===== config.mk =====
export PLATFORM = sky130hd
export DESIGN_NAME = tc_timer
export DESIGN_NICKNAME = d
export VERILOG_FILES = /design/src/rtl/tc_timer.sv
export SDC_FILE = /design/constraint.sdc
export NUM_CORES = 1
export LEC_CHECK = 0
export ABC_AREA = 1
export CAP_MARGIN = 20
export CORE_MARGIN = 1.5
export CORE_UTILIZATION = 41
export DETAILED_ROUTE_END_ITERATION = 8
export HOLD_SLACK_MARGIN = 0.06
export PLACE_DENSITY = 0.68
export SKIP_CTS_REPAIR_TIMING = 1
export SYNTH_ARGS = -nofsm -noshare
export SYNTH_HDL_FRONTEND = slang
export SYNTH_SLANG_ARGS = --single-unit

===== constraint.sdc =====
create_clock -name clk_i -period 1.5 [get_ports clk_i]
set_clock_uncertainty 0.15 [all_clocks]
set_input_delay 0.15 -clock clk_i [delete_from_list [all_inputs] [get_ports clk_i]]
set_output_delay 0.15 -clock clk_i [all_outputs]
set_load 0.02 [all_outputs]

===== src/rtl/tc_timer.sv =====
// Memory-mapped 32-bit down-counting timer with interrupt; one-shot or auto-reload.
// Define TC_MODE1_EN to enable auto-reload (mode 01); otherwise every timer is one-shot.
module tc_timer (
    input  logic        clk_i,
    input  logic        reset_i,
    input  logic [31:0] addr_i,
    input  logic        we_i,
    input  logic [31:0] wdata_i,
    output logic [31:0] rdata_o,
    output logic        irq_o
);

    typedef enum logic [1:0] {StIdle, StLoad, StCnt, StInt} state_e;

    state_e      state_q, state_d;
    logic        en_q, en_d;
    logic [1:0]  mode_q, mode_d;
    logic        im_q, im_d;
    logic [31:0] preset_q, preset_d;
    logic [31:0] count_q, count_d;
    logic        flag_q, flag_d;

    logic ctrl_wr, preset_wr;
    logic unused_bits;

    assign ctrl_wr     = we_i && (addr_i[3:2] == 2'b00);
    assign preset_wr   = we_i && (addr_i[3:2] == 2'b01);
    assign unused_bits = ^{addr_i[31:4], addr_i[1:0], wdata_i[31:4], wdata_i[2:1]};

    always_comb begin
        state_d  = state_q;
        en_d     = en_q;
        mode_d   = mode_q;
        im_d     = im_q;
        preset_d = preset_q;
        count_d  = count_q;
        flag_d   = flag_q;

        unique case (state_q)
            StIdle: begin
                if (en_q) begin
                    state_d = StLoad;
                    flag_d  = 1'b0;
                end
            end
            StLoad: begin
                count_d = preset_q;
                state_d = StCnt;
            end
            StCnt: begin
                if (!en_q) begin
                    state_d = StIdle;
                end else if (count_q > 32'd1) begin
                    count_d = count_q - 32'd1;
                end else begin
                    count_d = 32'd0;
                    flag_d  = 1'b1;
                    state_d = StInt;
                end
            end
            StInt: begin
                state_d = StIdle;
                if (mode_q == 2'b01) begin
                    flag_d = 1'b0;
                end else begin
                    en_d = 1'b0;
                end
            end
            default: state_d = StIdle;
        endcase

        // A CPU write to CTRL overrides the EN clear issued by INT in the same cycle.
        if (ctrl_wr) begin
            en_d   = wdata_i[0];
`ifdef TC_MODE1_EN
            mode_d = wdata_i[2:1];
`else
            mode_d = 2'b00;
`endif
            im_d   = wdata_i[3];
        end
        if (preset_wr) begin
            preset_d = wdata_i;
        end
    end

    always_ff @(posedge clk_i) begin
        if (reset_i) begin
            state_q  <= StIdle;
            en_q     <= 1'b0;
            mode_q   <= 2'b00;
            im_q     <= 1'b0;
            preset_q <= 32'd0;
            count_q  <= 32'd0;
            flag_q   <= 1'b0;
        end else begin
            state_q  <= state_d;
            en_q     <= en_d;
            mode_q   <= mode_d;
            im_q     <= im_d;
            preset_q <= preset_d;
            count_q  <= count_d;
            flag_q   <= flag_d;
        end
    end

    always_comb begin
        rdata_o = 32'd0;
        unique case (addr_i[3:2])
            2'b00:   rdata_o = {28'd0, im_q, mode_q, en_q};
            2'b01:   rdata_o = preset_q;
            2'b10:   rdata_o = count_q;
            default: rdata_o = 32'd0;
        endcase
    end

    assign irq_o = im_q & flag_q;

endmodule


==> Yosys cells after proc, flatten, opt, wreduce, memory -nomap -nowiden <==
Cells that the tools add are included.
{ "totals": {"register_bits": 69, "latchBits": 0, "mem_bits_rw": 0, "romBits": 0, "inputBits": 67, "output_inout_bits": 33, "wordCells": 43, "n_memories": 0} }
{ "classes": {"addsub": 1, "mul": 0, "n_div": 0, "n_lt_le_gt_ge": 1, "eq_ne": 9, "n_shift": 0, "n_mux": 14, "bitwise_logic": 2, "n_reduce_logical": 10} }
{ "op_table": {"columns": ["op", "count"], "rows": [
  ["32-bit case mux with 3 select lines", 1],
  ["32-bit two-way mux", 2],
  ["32-bit case mux with 2 select lines", 1],
  ["32-bit by 1-bit greater-than comparator with 1-bit output (second input constant)", 1],
  ["32-bit by 1-bit subtractor with 32-bit output (second input constant)", 1],
  ["2-bit case mux with 4 select lines", 1],
  ["2-bit equality test (second input constant)", 3],
  ["2-bit two-way mux", 3],
  ["2-bit inequality test (second input constant)", 3],
  ["1-bit two-way mux", 5],
  ["5-bit AND reduction", 1],
  ["2-bit by 1-bit equality test with 1-bit output (second input constant)", 2],
  ["2-bit logical NOT", 2],
  ["2-bit AND reduction", 2],
  ["2-bit nonzero test", 2],
  ["3-bit inequality test (second input constant)", 1],
  ["3-bit nonzero test", 1],
  ["1-bit logical AND", 2],
  ["1-bit case mux with 2 select lines", 1],
  ["1-bit AND", 1],
  ["1-bit NOT", 1]
]} }

==> Logic depth before layout (Yosys ltp) <==
Gate-level depths: netlist of run 1.
{ "logic_depth": {"word_depth": 4, "depth_mapped": 10, "mapped_depth_nobuf": 10} }

==> Least setup slack after synthesis of run 1 <==
Ideal clock, no wire load.
{ "synth_path": {"kind": "register to register", "start": "register count_q[0]", "end": "register count_q[17]", "setup_ps": 70, "arrival_time_ps": 1416, "required_time_ps": 1280, "setup_slack_ps": -136, "stages_incl_launch_ff": 9, "n_path_buf": 1, "synth_period_minus_slack_ps": 1636, "cell_sequence": "dfxtp_1 inv_1 ha_1 o211ai_2 nor2_4 nor2_8 buf_6 nand3_2 a21oi_1"} }
{ "synth_between": {"elab_chain_cells": 4, "elab_cells_between_ends": 5, "cone_classes": "1 x add/sub; 1 x order compare; 3 x mux"} }
{ "synth_rtl": {"columns": ["item", "line", "source"], "rows": [
  ["start, declared", "20", "logic [31:0] count_q, count_d;"],
  ["start signal, assigned", "102", "count_q <= count_d;"],
  ["32-bit by 1-bit subtractor with 32-bit output or 32-bit by 1-bit greater-than comparator with 1-bit output (tied branches)", "54, 53", null],
  ["32-bit two-way mux *", "53", "end else if (count_q > 32'd1) begin"],
  ["32-bit two-way mux *", "51", "if (!en_q) begin"],
  ["32-bit case mux with 2 select lines *", "39", "unique case (state_q)"]
]} }
Every way passes the cells marked *; elsewhere a longest branch is shown, timed or not. The select of a mux whose other input is x is not followed.
A chain may end at the register's enable or synchronous reset.

==> Final worst setup path of run 1 <==
{ "layout_path": {"start": "register count_q[1]", "end": "register count_q[28]"} }
The elaborated chain is that of the path after synthesis.

==> results of run 1 <==
how the worst min path moves through the flow:
stage,from,to,depth (start not counted)
3_5_place_dp,preset_q[8]$_SDFFE_PP0P_,preset_q[8]$_SDFFE_PP0P_,2
2_1_floorplan,reset_i,en_q$_SDFFE_PP0P_,1
5_1_grt,addr_i[2],en_q$_SDFFE_PP0P_,6
4_1_cts,wdata_i[0],en_q$_SDFFE_PP0P_,3
3_3_place_gp,preset_q[31]$_SDFFE_PP0P_,preset_q[31]$_SDFFE_PP0P_,2
6_report,addr_i[2],im_q$_SDFFE_PP0P_,5
placed cells by master (no fill, tap or decap), drive strengths merged, types with 27 or more instances in the layout:
master           n
dfxtp           69
o22ai           27
nand3           34
inv             78
buf            123
o21ai          109
nand2           86
clkdlybuf4s50   34
nor2            69
a21oi           68
critical path, cell delays in order (launching register included):
cell	delay, ns
dfxtp_2	0.36
inv_4	0.05
ha_1	0.19
o211ai_2	0.24
nor2_4	0.09
buf_6	0.14
nor2_8	0.23
nand3_2	0.14
a21oi_2	0.14
layer usage:
metal  share of wire [%]  vias to the layer above
met1                  43                     2176
li1                    -                     2274
met5                   0                        -
met4                 1.8                        0
met2                  51                      103
met3                 3.8                       23
metrics by stage:
stage / hold WS [ns] / setup TNS, ns
after floorplan: 0.0691 / 0
after global placement: 0.305 / -34.77
after detailed placement: 0.304 / -38.52
after CTS: 0.236 / -33.00
after global routing: 0.195 / -9.94
final: 0.134 / -7.99
power breakdown:
group	total [mW]	internal (mW)	leakage [nW]	switching, mW
combinational	1.44	0.662	1.91	0.774
sequential	1.94	1.89	0.580	0.0547
clock	1.64	0.824	0.0955	0.815
total	5.02	3.37	2.58	1.64
registers in the layout, indices dropped and copies added, names as in the netlist:
register	flops
count_q	32
preset_q	32
state_q	2
en_q	1
flag_q	1
im_q	1
logic make-up after synthesis:
logic type | count (synthesis)
flops | 69
simple gates | 192
compound gates | 207
xor+xnor | 12
fa+ha+maj | 2
buf+inv | 106
cell type report:
type                            instances  area, µm²  area share, %
Sequential cell                        69       1450           23.7
Timing Repair Buffer                  170       1500           24.6
Multi-Input combinational cell        415       2490           40.9
Tap cell                              129        161           2.65
Clock inverter                          6       70.1           1.15
Clock buffer                           10        138           2.26
Inverter                               76        288           4.72
==> metrics.md, run 1 <==
| Metric | Value |
|---|---|
| CP Capture Point | count_q[28]$_SDFFE_PP0P_ |
| Hpwl dp | 8790 µm |
| Top Ports | 100 |
| Internal reg-to-reg setup slack | -0.30 ns |
| Final hold vios | 0 |
| Synth Flop Type | dfxtp_1 |
| Static Leak | 2.58 nW |
| Largest net degree at the start of global routing | 37 |
| Routed vias | 4,576 |
| Simple-gate portion of the synthesized area | between 20% and 30% |
| Die Y-Extent | 102 µm |
| Critical path class | reg -> reg |
| Die area | 10,400 µm² |
| Routed len/inst | 14.7 µm |
| Worst r2r path cells | 8 |
| Layout Nets | 810 |
| Port Buffers | 69 |
| Adder-Cell Fraction of Synth Area | 0.622% |
| Failing checks | negative setup slack |
| Syn Area/Cell | approximately 7 µm² |
| Initial core utilization | between 40% and 50% |
| First-pass GRT wire length | 19,600 µm |
| TritonRoute pass-1 iters | 4 |
| Fmax | 555 MHz |
| Core footprint | ~9400 µm² |
| GR Layer Usage met1 | 28.2% |
| Largest family of logic cells by synthesized area | compound AO/OA/AOI/OAI gates |
| Num CTS Buffers | 9 |
| VDD IR-drop max | between 0.0005 and 0.0006 V |
| Worst slack, placed | -0.708 ns |
| Compound-Gate Fraction of Synth Area | 27.0% |
| Clock slew seen by the registers of the worst setup and hold paths | 0.08 ns |
| FF-to-FF End | count_q[28]$_SDFFE_PP0P_ |
| Initial antenna violation count | 0 |
| DRC | 0 |
| Share of cells above drive strength 1 | 37.3% |
| Clk sinks | 69 |
| Sequential share of the synthesized area | about 34% |
| Worst setup margin | -0.300 ns |
| Placer Congestion | 0.895 |
| Yosys warnings | 0 |
| Min-delay worst type | in -> reg |
| Clk_lat worst skew | 0.36 ns |
| Design area | 6100 µm² |
| Setup-failing EPs final | 35 |
| Synth area leaders | dfxtp_1, o21ai_0, a21oi_1 |
| CTS Root Buffer Type | clkbuf_8 |
| Worst slew pin tran | 0.358 ns |
| Routed WL | 12,900 µm |
| GR Layer Usage met2 | between 40% and 50% |
| CTS tree | done |
| Final Slew Violations | 0 |
| Overflow after GRT | 0 |
| Critical Path Start Type | flop |
| Mapped Area | slightly above 4000 µm² |
| Iter 0 DRT Violations | 215 |
| Routed Antenna Nets | 0 |
| RSZ-0062 raised after global routing | yes |
| Synth unique cells | 27 |
| Crit. End Element | flop |
| GR Util met3 | 3.83% |
| Mux contribution to synthesized area | 0% |
| H-Tree Level Count | 3 |
| Pwr Total | 5.02 mW |
| Mapped Nets | roughly 660 |
| Crit. Startpoint | count_q[1]$_SDFFE_PP0P_ |
| Max Cap Viol | 0 |
| Utilization after layout | around 65% |
| Horiz. Die Dim | 102 µm |
| Longest Clk Path Bufs | 2 |
| Final Non-Filler Cells | just under 900 |
| Total Routing Usage GR | 23.8% |
| Post-DP Area | 5550 µm² |
| GRT busiest layer | met2 |
| Post-synth ARST share | 0% |
| Post-synth top area share | between 30% and 40% |
| Period utilization | 120% |
| Vias in the first global route | 4,345 |
| # diodes | 0 |
| Seq cells post-synth | 69 |
| Post-layout min period | 1.80 ns |
| Top cells by count, synth | o21ai_0, nand2_1, inv_1, dfxtp_1, a21oi_1 |
| Critical path peak fanout | 8 |
| PD cells | 823 nW/µm² |
| Worst endpoint required time | 1.64 ns |
| Rel. slew slack | 76.1% |
| Number of cells after detailed placement | about 850 |
| Status | complete, but fails checks |
| Drt via density | 5.23 |
| FP Rows | 35 |
| Most common cell in the synthesized netlist | o21ai_0 |
| Post-Syn Instances | about 600 |
| Post-Synth XOR/XNOR Area | 2.61% |
| Filler cells | 822 |
| CP arrival | 1.94 ns |
| Area Growth Syn to Fin | 51.6% |
| Synth area leader | dfxtp_1 |
| Reg-to-Reg Start | count_q[1]$_SDFFE_PP0P_ |
| Post-synth EDFFs | 0 |
Note: power is estimated with default switching activity, not from simulation.
==> run 2: changes to the inputs <==
Settings changed: CORE_MARGIN 1.5 to not set.
==> metrics.md, run 2 (synthesis results as in run 1) <==
| Metric | Value |
|---|---|
| Vias in the first global route | 4,315 (was 4,345) |
| Commonest non-fill, non-tap cell in the layout | buf_4 (unchanged) |
| FP Rows | 35 (unchanged) |
| H-Tree Level Count | 3 (unchanged) |
| Core footprint | 9370 µm² (unchanged) |
| CTS Root Buffer Type | clkbuf_8 (unchanged) |
| Post-DP Area | 5530 µm² (was 5550 µm²) |
| Internal Power | 3.52 mW (was 3.37 mW) |
| Layout Nets | 813 (was 810) |
| CP Capture Point | count_q[3]$_SDFFE_PP0P_ (was count_q[28]$_SDFFE_PP0P_) |
| Placer Congestion | 0.875 (was 0.895) |
| Worst setup margin | -0.280 ns (was -0.300 ns) |
| Failing checks | negative setup slack (unchanged) |
| First-pass GRT wire length | 19,600 µm (about the same) |
| Horiz. Die Dim | 101 µm (was 102 µm) |
| Clk sinks | 69 (unchanged) |
| Routed len/inst | 14.9 µm (was 14.7 µm) |
| Share of cells above drive strength 1 | 40.6% (was 37.3%) |
| Hpwl dp | 8810 µm (was 8790 µm) |
| Utilization after layout | 66.3% (was 65.1%) |
| FF-to-FF End | count_q[3]$_SDFFE_PP0P_ (was count_q[28]$_SDFFE_PP0P_) |
| Status | complete, but fails checks (unchanged) |
| Overflow after GRT | 0 (unchanged) |
| TritonRoute pass-1 iters | 5 (was 4) |
| Die Y-Extent | 101 µm (was 102 µm) |
| Worst slew pin tran | 0.409 ns (was 0.358 ns) |
| Static Leak | 2.61 nW (was 2.58 nW) |
| Reg-to-Reg Start | count_q[0]$_SDFFE_PP0P_ (was count_q[1]$_SDFFE_PP0P_) |
| Worst endpoint required time | 1.64 ns (about the same) |
| RSZ-0062 raised after global routing | yes (unchanged) |
| DRC | 0 (unchanged) |
| Iter 0 DRT Violations | 156 (was 215) |
| Total Routing Usage GR | 24.2% (was 23.8%) |
| VDD IR-drop max | 0.000590 V (was 0.000510 V) |
| Largest regs | count_q (32), preset_q (32), state_q (2) (unchanged) |
| Crit. Startpoint | count_q[0]$_SDFFE_PP0P_ (was count_q[1]$_SDFFE_PP0P_) |
| Setup-failing EPs final | 35 (unchanged) |
| Initial antenna violation count | 0 (unchanged) |
| Num CTS Buffers | 9 (unchanged) |
| Area Growth Syn to Fin | 54.5% (was 51.6%) |
| CTS tree | done (unchanged) |
| Number of cells after detailed placement | 847 (unchanged) |
| Period utilization | 119% (was 120%) |
| Critical Path Start Type | flop (unchanged) |
| Min-delay worst type | in -> reg (unchanged) |
| Routed Antenna Nets | 0 (unchanged) |
| Die area | 10,200 µm² (was 10,400 µm²) |
| Largest net degree at the start of global routing | 37 (unchanged) |
| Final Slew Violations | 0 (unchanged) |
| Clk_lat worst skew | 0.36 ns (about the same) |
| Switching part of the total | 31.3% (was 32.8%) |
| Final Non-Filler Cells | 878 (was 875) |
| Logic pwr share | 27.7% (was 28.6%) |
| Drt via density | 5.19 (was 5.23) |
| Fmax | 562 MHz (was 555 MHz) |
| Clock slew seen by the registers of the worst setup and hold paths | 0.08 ns (about the same) |
| Initial core utilization | 42.9% (unchanged) |
| Clock Power Share | 34.3% (was 32.7%) |
| Net Sw Power | 1.61 mW (was 1.64 mW) |
| Longest Clk Path Bufs | 2 (unchanged) |
| Rel. slew slack | 72.7% (was 76.1%) |
| Design area | 6220 µm² (was 6100 µm²) |
| Max Cap Viol | 0 (unchanged) |
| Critical path class | reg -> reg (unchanged) |
| Port Buffers | 69 (unchanged) |
| Worst r2r path cells | 9 (was 8) |
| Post-layout min period | 1.78 ns (was 1.80 ns) |
| Flop pwr share | 38.0% (was 38.7%) |
| Worst slack, placed | -0.711 ns (was -0.708 ns) |
| PD cells | 824 nW/µm² (was 823 nW/µm²) |
| Routed WL | 13,100 µm (was 12,900 µm) |
| Most frequent cells in the layout | buf_4, o21ai_0, inv_1 (was buf_4, o21ai_0, nand2_1) |
| Top Ports | 100 (unchanged) |
| Internal reg-to-reg setup slack | -0.28 ns (was -0.30 ns) |
| Routed vias | 4,560 (was 4,576) |
| Critical path peak fanout | 4 (was 8) |
| Crit. End Element | flop (unchanged) |
| # diodes | 0 (unchanged) |
| Final hold vios | 0 (unchanged) |
| CP arrival | 1.92 ns (was 1.94 ns) |
## run 2: how the worst min path moves through the flow
stage / from / end / slack [ns] / cells after the start
2_1_floorplan: reset_i / en_q$_SDFFE_PP0P_ / 0.07 / 1
3_3_place_gp: preset_q[20]$_SDFFE_PP0P_ / preset_q[20]$_SDFFE_PP0P_ / 0.30 / 2
3_5_place_dp: preset_q[4]$_SDFFE_PP0P_ / preset_q[4]$_SDFFE_PP0P_ / 0.31 / 2
4_1_cts: wdata_i[0] / en_q$_SDFFE_PP0P_ / 0.23 / 3
5_1_grt: addr_i[2] / en_q$_SDFFE_PP0P_ / 0.17 / 6
6_report: addr_i[2] / im_q$_SDFFE_PP0P_ / 0.11 / 5
## run 2: worst max-delay path, stage by stage (launching register included)
cell and delay [ns]:
dfxtp_2 0.37, inv_2 0.06, ha_4 0.17, o211ai_4 0.22
nor2_4 0.08, buf_12 0.13, nor2_4 0.16, buf_6 0.16
nand2_1 0.07, a21oi_1 0.14
## run 2: layout make-up
cell class,count,area [µm²]
multi-input cells,415,2580
inverters,76,285
repair buffers,173,1520
clock inverters,6,86.3
fillers,812,3160
clock buffers,10,138
well taps,129,161
flip-flops and latches,69,1440
## run 2: through the flow
| stage | setup TNS [ns] | hold WS (ns) | power [mW] |
|---|---|---|---|
| floorplan | 0 | 0.0691 | 2.66 |
| global placement | -35.23 | 0.304 | 3.16 |
| detailed placement | -37.66 | 0.309 | 3.19 |
| CTS | -32.46 | 0.231 | 4.91 |
| global route | -9.93 | 0.173 | 5.34 |
| finish | -7.62 | 0.106 | 5.12 |
## run 2: per-layer routing
metal  vias to the layer above  track usage (%)  wire length (µm)
met5                         -                0                 0
met4                         0             5.24               193
met3                        19             5.27               575
met2                       120             44.1              6780
met1                      2145             29.0              5520
li1                       2276                -                 -
## run 2: power by group through the flow
stage	combinational (mW)	clock [mW]	sequential [mW]
finish	1.42	1.76	1.95
global route	1.55	1.84	1.95
CTS	1.20	1.75	1.95
detailed placement	1.20	0	1.99
global placement	1.17	0	1.99
floorplan	0.683	0	1.98
==> run 3: changes to the inputs <==
Settings changed: DONT_BUFFER_PORTS set to 1, PLACE_DENSITY 0.68 to 0.54, RECOVER_POWER set to 50.
==> metrics.md, run 3 (synthesis results as in run 1) <==
| Metric | Value |
|---|---|
| Die area | 10,200 µm² (unchanged) |
| Filler cells | 806 (was 812) |
| VDD IR-drop max | 0.000574 V (was 0.000590 V) |
| Initial core utilization | 42.9% (unchanged) |
| HP Start | addr_i[2] (unchanged) |
| Pwr Total | 4.76 mW (was 5.12 mW) |
| Core footprint | 9370 µm² (unchanged) |
| DRC | 0 (unchanged) |
| Failing checks | negative hold slack, negative setup slack (was negative setup slack) |
| Routed WL | 13,100 µm (about the same) |
| Static Leak | 2.64 nW (was 2.61 nW) |
| Worst slew pin tran | 0.485 ns (was 0.409 ns) |
| Num CTS Buffers | 9 (unchanged) |
| Commonest non-fill, non-tap cell in the layout | o21ai_0 (was buf_4) |
| Clk sinks | 69 (unchanged) |
| Worst endpoint required time | 1.63 ns (was 1.64 ns) |
| First-pass GRT wire length | 19,600 µm (about the same) |
| Die Y-Extent | 101 µm (unchanged) |
| Initial antenna violation count | 0 (unchanged) |
| Buf+Inv Stages, Crit Path | 2 (was 3) |
| Slowest stage cell, crit path | dfxtp_4 (was dfxtp_2) |
| H-Tree Level Count | 3 (unchanged) |
| Port Buffers | 0 (was 69) |
| Period utilization | 115% (was 119%) |
| Setup tns final | -6.05 ns (was -7.62 ns) |
| Critical Path, Cell by Cell | nor2_1, nand3_2, inv_2, nand2_2, buf_4, o21ai_1, nand3_2, a21oi_1 (was inv_2, ha_4, o211ai_4, nor2_4, buf_12, nor2_4, buf_6, nand2_1, a21oi_1) |
| # diodes | 0 (unchanged) |
| Top Ports | 100 (unchanged) |
| Post-layout min period | 1.73 ns (was 1.78 ns) |
| Hold Slack | -0.0306 ns (was 0.106 ns) |
| Crit-path max cell delay | 0.37 ns (about the same) |
| FF+latch area | 1460 µm² (was 1440 µm²) |
| Number of cells after detailed placement | 807 (was 847) |
| Longest Clk Path Bufs | 2 (unchanged) |
| Crit. Startpoint | count_q[4]$_SDFFE_PP0P_ (was count_q[0]$_SDFFE_PP0P_) |
| Layout Nets | 813 (unchanged) |
| CP arrival | 1.86 ns (was 1.92 ns) |
| Final hold vios | 1 (was 0) |
| Critical path peak fanout | 4 (unchanged) |
| Iter 0 DRT Violations | 165 (was 156) |
| Critical Path Start Type | flop (unchanged) |
| Vias in the first global route | 4,271 (was 4,315) |
| RSZ-0062 raised after global routing | yes (unchanged) |
| Overflow after GRT | 0 (unchanged) |
| Crit. End Element | flop (unchanged) |
| Clk_lat worst skew | 0.35 ns (was 0.36 ns) |
| Routed len/inst | 14.9 µm (about the same) |
| Max Cap Viol | 0 (unchanged) |
| Most frequent cells in the layout | o21ai_0, buf_4, nand2_1 (was buf_4, o21ai_0, inv_1) |
| Worst setup margin | -0.228 ns (was -0.280 ns) |
| Largest regs | count_q (32), preset_q (32), state_q (2) (unchanged) |
| Final Slew Violations | 0 (unchanged) |
| Share of cells above drive strength 1 | 43.0% (was 40.6%) |
| CTS Root Buffer Type | clkbuf_8 (unchanged) |
| FP Rows | 35 (unchanged) |
| Area Growth Syn to Fin | 60.2% (was 54.5%) |
| Setup-failing EPs final | 42 (was 35) |
| Rel. slew slack | 67.7% (was 72.7%) |
| Largest net degree at the start of global routing | 56 (was 37) |
| PD cells | 739 nW/µm² (was 824 nW/µm²) |
| Placer Congestion | 0.834 (was 0.875) |
| TritonRoute pass-1 iters | 4 (was 5) |
| Status | complete, but fails checks (unchanged) |
| Clock slew seen by the registers of the worst setup and hold paths | 0.07 ns (was 0.08 ns) |
| Reg-to-Reg Start | count_q[4]$_SDFFE_PP0P_ (was count_q[0]$_SDFFE_PP0P_) |
| Critical path class | reg -> reg (unchanged) |
| Total Routing Usage GR | 24.6% (was 24.2%) |
| Fmax | 579 MHz (was 562 MHz) |
| Most used cell, CP | nand3_2 (was nor2_4) |
| Final Non-Filler Cells | 877 (was 878) |
| Hpwl dp | 8330 µm (was 8810 µm) |
| Multi-input gate area | 2720 µm² (was 2580 µm²) |
| CP delay by family, top | simple AND/OR/NAND/NOR gates (was flip-flops) |
| Drt via density | 5.20 (was 5.19) |
| CTS tree | done (unchanged) |
| Worst slack, placed | -0.404 ns (was -0.711 ns) |
| Horiz. Die Dim | 101 µm (unchanged) |
| Routed vias | 4,563 (was 4,560) |
| Routed Antenna Nets | 0 (unchanged) |
| Min-delay worst type | in -> reg (unchanged) |
-- run 3: cell types whose count changed in the layout (fill, tap and decap cells not counted), moves of 7 or more --
cell / change
dfxtp_4: +7
buf_6: +28
clkbuf_2: -10
o22ai_2: +8
buf_2: -8
clkdlybuf4s50_1: -34
dfxtp_2: -9
buf_4: -8
inv_1: -14
dlygate4sd3_1: +36
inv_4: +7
o22ai_1: -10
inv_2: +7
-- run 3: worst paths after layout --
check                           slack [ns]  depth (start not counted)                        to
worst min-delay path                 -0.03                          4         im_q$_SDFFE_PP0P_
worst max-delay path                 -0.23                          8  count_q[21]$_SDFFE_PP0P_
worst max register to register       -0.23                          8  count_q[21]$_SDFFE_PP0P_
worst min register to register        0.31                          2       flag_q$_SDFFE_PP0P_
-- run 3: area by class of cell --
cell class	instances	share of cell area (%)
Clock buffer	13	2.31
Inverter	76	4.70
Tap cell	129	2.50
Multi-Input combinational cell	414	42.2
Clock inverter	2	0.155
Timing Repair Buffer	174	25.5
Sequential cell	69	22.6
-- run 3: layer usage --
layer	global-route usage [%]	routed length (µm)	part of all wire [%]
met5	0	0	0
met4	7.92	201	1.5
met3	5.06	535	4.1
met2	44.5	6810	52
met1	28.7	5540	42
-- run 3: through the flow --
stage	utilization, %	area, µm²
after detailed placement	54.1	5070
after CTS	55.8	5230
after global placement	54.1	5070
after floorplan	-	4070
after global routing	68.8	6440
final	68.8	6440
-- run 3: report_power, final --
group          internal [mW]  switching [mW]
registers               1.88          0.0510
clock network          0.634           0.712
logic                  0.664           0.821
-- run 3: tightest hold or removal path, cell delays in order --
cell     delay, ns
nor2_1        0.04
nand2_1       0.09
o21ai_0       0.08
nor2_1        0.08
